--- src/rtl/gp_cmd_sequencer.sv ---
// GP command sequencer: fetches each 64-bit command as two buffer words, decodes it and
// dispatches it over valid/ready. Define GP_SEQ_TIMEOUT_EN to add the read-data watchdog.
module gp_cmd_sequencer #(
    parameter int CMD_WIDTH  = 32,
    parameter int IDX_WIDTH  = 8,
    parameter int MAX_CMDS   = 128,
    parameter int RD_TIMEOUT = 16
) (
    input  logic                 clk,
    input  logic                 rst,
    input  logic                 start,
    input  logic                 abort,
    input  logic [IDX_WIDTH-1:0] start_idx,
    output logic                 busy,
    output logic                 done,
    output logic [1:0]           err,
    output logic [IDX_WIDTH-1:0] cmd_cnt,
    output logic                 cmd_rd_en,
    output logic [IDX_WIDTH-1:0] cmd_addr,
    input  logic                 cmd_rd_valid,
    input  logic [CMD_WIDTH-1:0] cmd_out,
    output logic                 exe_valid,
    input  logic                 exe_ready,
    output logic [3:0]           exe_op,
    output logic [27:0]          exe_addr,
    output logic [31:0]          exe_data
);

    typedef enum logic [3:0] {
        S_IDLE, S_F0, S_W0, S_F1, S_W1, S_DEC, S_DISP, S_ADV, S_DONE
    } state_e;

    typedef enum logic [3:0] {
        OP_NOP   = 4'h0,
        OP_WRITE = 4'h1,
        OP_READ  = 4'h2,
        OP_END   = 4'hF
    } op_e;

    typedef enum logic [1:0] {
        ERR_NONE    = 2'd0,
        ERR_OPCODE  = 2'd1,
        ERR_LIMIT   = 2'd2,
        ERR_TIMEOUT = 2'd3
    } err_e;

    localparam logic [IDX_WIDTH-1:0] IDX_ONE = IDX_WIDTH'(1);
    localparam logic [IDX_WIDTH-1:0] IDX_TWO = IDX_WIDTH'(2);
    localparam logic [IDX_WIDTH-1:0] CNT_MAX = IDX_WIDTH'(MAX_CMDS);

    state_e               state;
    logic [IDX_WIDTH-1:0] ptr;
    logic [CMD_WIDTH-1:0] word0;
    logic [CMD_WIDTH-1:0] word1;
    logic [3:0]           dec_op;
    logic                 tmo_hit;

    assign dec_op = word0[CMD_WIDTH-1 -: 4];

`ifdef GP_SEQ_TIMEOUT_EN
    localparam int TMO_W = (RD_TIMEOUT > 1) ? $clog2(RD_TIMEOUT) : 1;
    localparam logic [TMO_W-1:0] TMO_LAST = TMO_W'(RD_TIMEOUT - 1);

    logic [TMO_W-1:0] tmo_cnt;
    logic             rd_waiting;

    assign rd_waiting = (state == S_W0 || state == S_W1) && !cmd_rd_valid;

    // Held at zero outside W0/W1, so every entry into a wait state starts a fresh count.
    always_ff @(posedge clk) begin
        if (rst) begin
            tmo_cnt <= '0;
        end else if (rd_waiting && !abort) begin
            tmo_cnt <= tmo_cnt + 1'b1;
        end else begin
            tmo_cnt <= '0;
        end
    end

    assign tmo_hit = rd_waiting && (tmo_cnt == TMO_LAST);
`else
    logic unused_rd_timeout;

    assign unused_rd_timeout = ^RD_TIMEOUT;
    assign tmo_hit           = 1'b0;
`endif

    always_ff @(posedge clk) begin
        if (rst) begin
            state     <= S_IDLE;
            ptr       <= '0;
            cmd_cnt   <= '0;
            err       <= ERR_NONE;
            busy      <= 1'b0;
            done      <= 1'b0;
            cmd_rd_en <= 1'b0;
            cmd_addr  <= '0;
            exe_valid <= 1'b0;
            exe_op    <= '0;
            exe_addr  <= '0;
            exe_data  <= '0;
            word0     <= '0;
            word1     <= '0;
        end else begin
            // NOTE: outputs are registered, so each transition loads the values the next state presents.
            cmd_rd_en <= 1'b0;
            done      <= 1'b0;

            if (abort && state != S_IDLE && state != S_DONE) begin
                exe_valid <= 1'b0;
                done      <= 1'b1;
                state     <= S_DONE;
            end else begin
                case (state)
                    S_IDLE: begin
                        if (start) begin
                            ptr       <= start_idx;
                            cmd_cnt   <= '0;
                            err       <= ERR_NONE;
                            busy      <= 1'b1;
                            cmd_rd_en <= 1'b1;
                            cmd_addr  <= start_idx;
                            state     <= S_F0;
                        end
                    end
                    S_F0: state <= S_W0;
                    S_W0: begin
                        if (cmd_rd_valid) begin
                            word0     <= cmd_out;
                            cmd_rd_en <= 1'b1;
                            cmd_addr  <= ptr + IDX_ONE;
                            state     <= S_F1;
                        end else if (tmo_hit) begin
                            err   <= ERR_TIMEOUT;
                            done  <= 1'b1;
                            state <= S_DONE;
                        end
                    end
                    S_F1: state <= S_W1;
                    S_W1: begin
                        if (cmd_rd_valid) begin
                            word1 <= cmd_out;
                            state <= S_DEC;
                        end else if (tmo_hit) begin
                            err   <= ERR_TIMEOUT;
                            done  <= 1'b1;
                            state <= S_DONE;
                        end
                    end
                    S_DEC: begin
                        case (dec_op)
                            OP_END: begin
                                done  <= 1'b1;
                                state <= S_DONE;
                            end
                            OP_NOP: state <= S_ADV;
                            OP_WRITE, OP_READ: begin
                                exe_valid <= 1'b1;
                                exe_op    <= dec_op;
                                exe_addr  <= word0[27:0];
                                exe_data  <= word1[31:0];
                                state     <= S_DISP;
                            end
                            default: begin
                                err   <= ERR_OPCODE;
                                done  <= 1'b1;
                                state <= S_DONE;
                            end
                        endcase
                    end
                    S_DISP: begin
                        if (exe_ready) begin
                            exe_valid <= 1'b0;
                            cmd_cnt   <= cmd_cnt + IDX_ONE;
                            state     <= S_ADV;
                        end
                    end
                    S_ADV: begin
                        ptr <= ptr + IDX_TWO;
                        if (cmd_cnt == CNT_MAX) begin
                            err   <= ERR_LIMIT;
                            done  <= 1'b1;
                            state <= S_DONE;
                        end else begin
                            cmd_rd_en <= 1'b1;
                            cmd_addr  <= ptr + IDX_TWO;
                            state     <= S_F0;
                        end
                    end
                    S_DONE: begin
                        busy  <= 1'b0;
                        state <= S_IDLE;
                    end
                    default: state <= S_IDLE;
                endcase
            end
        end
    end

endmodule

--- config.mk ---
export PLATFORM = sky130hd
export DESIGN_NAME = gp_cmd_sequencer
export DESIGN_NICKNAME = d
export VERILOG_FILES = /design/src/rtl/gp_cmd_sequencer.sv
export SDC_FILE = /design/constraint.sdc
export NUM_CORES = 1
export LEC_CHECK = 0
export BUFFER_PORTS_ARGS = -buffer_cell sky130_fd_sc_hd__buf_2
export CELL_PAD_IN_SITES_DETAIL_PLACEMENT = 1
export CELL_PAD_IN_SITES_GLOBAL_PLACEMENT = 1
export CORE_AREA = 2 2 137 139
export DETAILED_ROUTE_END_ITERATION = 16
export DIE_AREA = 0 0 139 141
export GPL_TIMING_DRIVEN = 0
export PLACE_DENSITY = 0.79
export SLEW_MARGIN = 20
export SYNTH_ARGS = -nofsm -noshare
export SYNTH_HDL_FRONTEND = slang
export SYNTH_SLANG_ARGS = --single-unit
export TNS_END_PERCENT = 1
--- constraint.sdc ---
create_clock -name clk -period 2.4 [get_ports clk]
set_clock_uncertainty 0.2 [all_clocks]
set_input_delay 0.12 -clock clk [delete_from_list [all_inputs] [get_ports clk]]
set_output_delay 0.12 -clock clk [all_outputs]
set_load 0.02 [all_outputs]
After elaboration in Yosys (flattened, before gate mapping)
Index checks and enable logic that the tools add are counted.
{"block": "op_classes", "add_sub_neg": 3, "eq_ne": 25, "n_mux": 33, "n_bitwise": 1, "reduce_logical": 26}
{"op": "two-way mux 8 bit", "count": 5}
{"op": "case mux 4 bit (8 select lines)", "count": 1}
{"op": "case mux 8 bit (2 select lines)", "count": 2}
{"op": "two-way mux 4 bit", "count": 6}
{"op": "case mux 8 bit (3 select lines)", "count": 1}
{"op": "AND reduction 3 bit", "count": 6}
{"op": "adder 8 x 1 -> 8 bit, second input constant", "count": 2}
{"op": "== test 4 x 3 -> 1 bit, second input constant", "count": 4}
{"op": "!= test 2 bit, second input constant", "count": 8}
{"op": "== test 4 x 2 -> 1 bit, second input constant", "count": 3}
{"op": "!= test 3 bit, second input constant", "count": 4}
{"op": "AND reduction 4 bit", "count": 3}
{"op": "AND reduction 5 bit", "count": 2}
{"op": "two-way mux 1 bit", "count": 9}
{"op": "adder 8 x 2 -> 8 bit, second input constant", "count": 1}
{"op": "== test 4 x 1 -> 1 bit, second input constant", "count": 2}
{"op": "== test 4 bit, second input constant", "count": 2}
{"op": "== test 8 bit, second input constant", "count": 1}
{"op": "zero test 4 bit", "count": 2}
{"op": "case mux 4 bit (2 select lines)", "count": 1}
{"op": "nonzero test 2 bit", "count": 4}
{"op": "two-way mux 2 bit", "count": 3}
{"op": "case mux 1 bit (2 select lines)", "count": 3}
{"op": "case mux 2 bit (3 select lines)", "count": 1}
{"op": "9 further kinds", "count": 12}
{"block": "totals", "regBits": 162, "output_inout_bits": 86}

Depth between registers and ports, before layout
{"block": "logic_depth", "ltp_word": 5, "ltp_mapped": 9, "ltp_nobuf": 7}

Worst setup path before layout
OpenSTA, ideal clock, no wires.
{"block": "synth_timing", "path_type": "register -> register", "start": "reg cmd_cnt[0]", "end": "reg cmd_addr[3]", "setup_time_ns": 0.134, "arrival_time_ns": 2.023, "required_ns": 2.066, "setup_slack_ns": 0.042, "path_stages_with_launch": 10, "n_path_buf": 2, "period_less_slack_ns": 2.358, "cell_sequence": "dfxtp_1 -> inv_1 -> ha_1 -> or4b_4 -> or3_4 -> and4b_1 -> buf_6 -> buf_12 -> nor2_1 -> a211oi_2"}
{"block": "synth_via", "elab_chain_len": 3}
{"item": "start: declaration", "line": "17", "rtl": "output logic [IDX_WIDTH-1:0] cmd_cnt,"}
{"item": "start signal: assignment", "line": "174", "rtl": "cmd_cnt <= cmd_cnt + IDX_ONE;"}
{"item": "== test 8 bit", "line": "180", "rtl": "if (cmd_cnt == CNT_MAX) begin"}
{"item": "!= test 2 bit (no source line)"}
{"item": "AND reduction 5 bit (no source line)"}
{"item": "end signal: assignment", "line": "122", "rtl": "cmd_addr <= start_idx;"}
{"item": "end signal: assignment", "line": "131", "rtl": "cmd_addr <= ptr + IDX_ONE;"}
{"item": "end signal: assignment", "line": "186", "rtl": "cmd_addr <= ptr + IDX_TWO;"}
{"item": "end: declaration", "line": "19", "rtl": "output logic [IDX_WIDTH-1:0] cmd_addr,"}
Every way passes these cells.
A chain may end at the register's enable or synchronous reset.

Final worst setup path
Ends and elaborated chain as after synthesis.

==> impl_metrics.csv <==
group,metric,value,unit
clock_tree,root_cell_of_the_clock_tree,"clkbuf_16",
yosys,post_synth_xor_area_fraction,1.358,%
route,detail_route.drc_violations,0,
status,result_of_the_run,"finished with violations",
global_routing,first_pass_grt_wire_length,31.58,mm
clock_tree,cts_tree,"built",
pwr,p_seq_share,42.7,%
yosys,synth_top_area_share,50.27,%
yosys,ys_seq_area_share,50.27,%
route,routed-via-count,5878,
global_routing,grt-ovfl-total,0,
global_routing,antenna_found_initial,0,
timing,finalHoldViolations,0,
yosys,synthArstFlopShare,0,%
pwr,switchingPower,0.001914,W
pwr,leakagePower,3.915,nW
setup_path,critPathMaxFanout,10,
yosys,synth-compound-area-share,13.05,%
status,violated_checks,"setup timing",
setup_path,crit_start_category,"flop",
placed_design,preCtsSetupSlack,-0.2510,ns
route,wl_met3,963,µm
timing,setup_slack,-0.001925,ns
global_routing,grt_pass1_vias,6066,
floorplan,core_area,0.01827,mm²
yosys,ys_ff_latch,162,
cells_and_area,post_route_cells_drive_above_1_share,22.52,%
global_routing,grt_max_degree,17,
clock_tree,clock_insertion_delay_worst_skew,0.43,ns
clock_tree,cts_buffers,17,
timing,fin_crit,2.402,ns
yosys,synth_top_area_cell,"dfxtp_1",
route,routedWlPerCell,17.03,µm
clock_tree,cts_setup_buffers,0,
route,drt_first_pass_iters,4,
cells_and_area,final_cell_area,0.008522,mm²
pwr,worst_ir_drop_vdd,0.5278,mV
route,drtAntennaViolNets,0,
pwr,p_sw_share,28.15,%
timing,fin_setup_tns,-0.001925,ns
placed_design,detailed_place.area,0.007395,mm²
yosys,combinational_family_with_the_most_area_after_synthesis,"simple AND/OR/NAND/NOR gates",
route,drtIter0Drc,279,
yosys,synthSimpleGateAreaFrac,19.98,%
route,detail_route.wirelength,19.94,mm
min_path,hold_class,"in2reg",
yosys,synth_enable_flop_cells,0,
clock_tree,clock_tree.buffer_depth,2,
floorplan,start_util,35.32,%
floorplan,floorplan.die.height,141,µm
timing,setup_viol,1,
yosys,synth.avg_cell_area,8.813,µm²
yosys,synth_cell_type_count,57,
floorplan,placementRows,50,
timing,slew-limit-headroom,50.42,%
yosys,dominantRegCellSynth,"dfxtp_1",
cells_and_area,n_antenna_cell,0,
placed_design,port_buffer_count,130,
pwr,finalPower,0.006800,W
timing,timing_worst_slew_pin_value,0.7437,ns
yosys,synth_fa_ha_area_share,0.7758,%
route,topRoutingLayerUsed,"met4",
timing,setup_repair_after_global_routing_missed_its_margin,"true",
yosys,synth_area,0.006451,mm²
clock_tree,clkSinkCount,162,
cells_and_area,synthToLayoutAreaGrowth,32.10,%
yosys,yosys-top-cells-area,"dfxtp_1 (50%), mux2i_1 (10%), nand2_1 (8.6%), a21oi_1 (6.3%), nor2_1 (5.6%)",
pwr,power_report.internal_total,0.004885,W
yosys,post_synth_net_total,782,
yosys,yosys-mux-area-fraction,10.40,%
route,m1WireLength,8.950,mm
cells_and_area,nets,975,
setup_path,criticalPathCategory,"reg2reg",
clock_tree,clk_pin_slew,0.06,ns
pwr,share_clk_of_total_power,41.9,%
timing,maxSlewViolCount,0,
yosys,ys_warn_count,0,
pwr,pwr-share-comb,15.4,%
setup_path,crit_required,2.49,ns
yosys,syn-instance-count,732,
floorplan,x_dimension_of_the_die,139,µm
timing,final_cycle_share,100.1,%
timing,hold_ws,0.07725,ns
timing,maxClockFrequency,0.4163,GHz
clock_tree,htree_levels,4,
route,wl_met2,9.354,mm
job,max_capacitance_violation_count,0,
floorplan,design.die.area,0.01960,mm²
pwr,power_density,797.9,mW/mm²
global_routing,track_usage,20.33,%
placed_design,place.gp.congestion,0.7993,
placed_design,detailedPlacementHpwl,13.71,mm
route,via_per_inst,5.020,
setup_path,timing.critical_path.arrival,2.49,ns
floorplan,num_io_pins,132,
setup_path,crit_path_capture_type,"flop",
## power by group through the flow
stage | sequential (W) | combinational, W | clock [W]
floorplan | 0.00301 | 0.000599 | 0
global placement | 0.00296 | 0.000933 | 0
detailed placement | 0.00296 | 0.000948 | 0
CTS | 0.00290 | 0.00102 | 0.00291
global route | 0.00292 | 0.00115 | 0.00302
finish | 0.00291 | 0.00105 | 0.00285
## area by class of cell
class / instances / area, µm²
multi-input cells: 514 / 2987
inverters: 5 / 18.77
plain buffers: 51 / 285.3
clock inverters: 14 / 176.4
clock buffers: 17 / 425.4
repair buffers: 174 / 1091
flip-flops and latches: 162 / 3246
fillers: 2153 / 9746
well taps: 234 / 292.8
## placed cells by master, fill, tap and decap left out, types with 8 or more instances in the layout
cell             n
clkbuf_1        22
nor2_1          93
o21ai_0         11
nand3_1          9
a21oi_1         80
mux2i_1         67
clkbuf_16       17
buf_2          143
xnor2_1          8
dlygate4sd3_1   44
clkbuf_4         9
dfxtp_1        160
nand2_1        148
## critical path, stage by stage, from the launching register on
cell and delay, ns:
dfxtp_2 0.35, inv_1 0.06, ha_1 0.12, or4b_4 0.48, or3_4 0.39, and4b_1 0.20, buf_6 0.14, buf_12 0.14
nor2_1 0.12, a211oi_2 0.06
## flip-flops by register name, indices dropped and copies added, names as in the netlist
| register | count |
|---|---|
| cmd_addr | 8 |
| err | 2 |
| exe_op | 4 |
| exe_data | 32 |
| word0 | 32 |
| exe_valid | 1 |
| cmd_cnt | 8 |
| ptr | 8 |
| state | 4 |
| exe_addr | 28 |
| cmd_rd_en | 1 |
| word1 | 32 |
| busy | 1 |
| done | 1 |
## worst paths after layout
check / startpoint / to / slack (ns) / cells after the start
min reg2reg: word0[6] / word0[6] / 0.26 / 2
max reg2reg: cmd_cnt[0] / cmd_addr[3] / -0.002 / 9
max: cmd_cnt[0] / cmd_addr[3] / -0.002 / 9
min: exe_ready / exe_valid / 0.08 / 4
## logic make-up after synthesis
| group | count (synthesis) |
|---|---|
| compound gates | 135 |
| xor+xnor | 10 |
| fa+ha+maj | 4 |
| buf+inv | 56 |
| flops | 162 |
| mux | 67 |
| simple gates | 298 |
## cell usage after synthesis (all sizes together) (3+ instances only)
library cell  number
buf               23
or3                3
o31ai              7
clkbuf            28
nand3             10
ha                 4
nor3               7
o21ai             12
a211oi            10
nor2              96
mux2i             67
nor4               4
inv                5
nand2            148
and3b              3
and2               3
a221oi             6
a31oi              4
dfxtp            162
a21oi             81
xnor2              8
nand2b             4
nand4              4
## routing by layer
layer / vias up / track usage (%)
met3: 44 / 5.707
met2: 138 / 33.60
met5: - / 0
met1: 2815 / 24.78
met4: 0 / 9.144
li1: 2881 / -
## stage by stage
| step | util (%) | instances |
|---|---|---|
| 6_report | 46.65 | 1171 |
| 5_1_grt | 46.65 | 1171 |
| 4_1_cts | 46.38 | 1171 |
| 3_5_place_dp | 40.48 | 1096 |
| 3_3_place_gp | 40.48 | 1096 |
| 2_1_floorplan | - | 732 |
## repair_timing
item	4_1_cts	5_1_grt
cloned	0	0
hold buffers	44	0
endpoints found under the setup margin	43	63
gates resized for setup	13	18
endpoints found under the hold margin	86	0
Power figures use the tool's default switching activity.
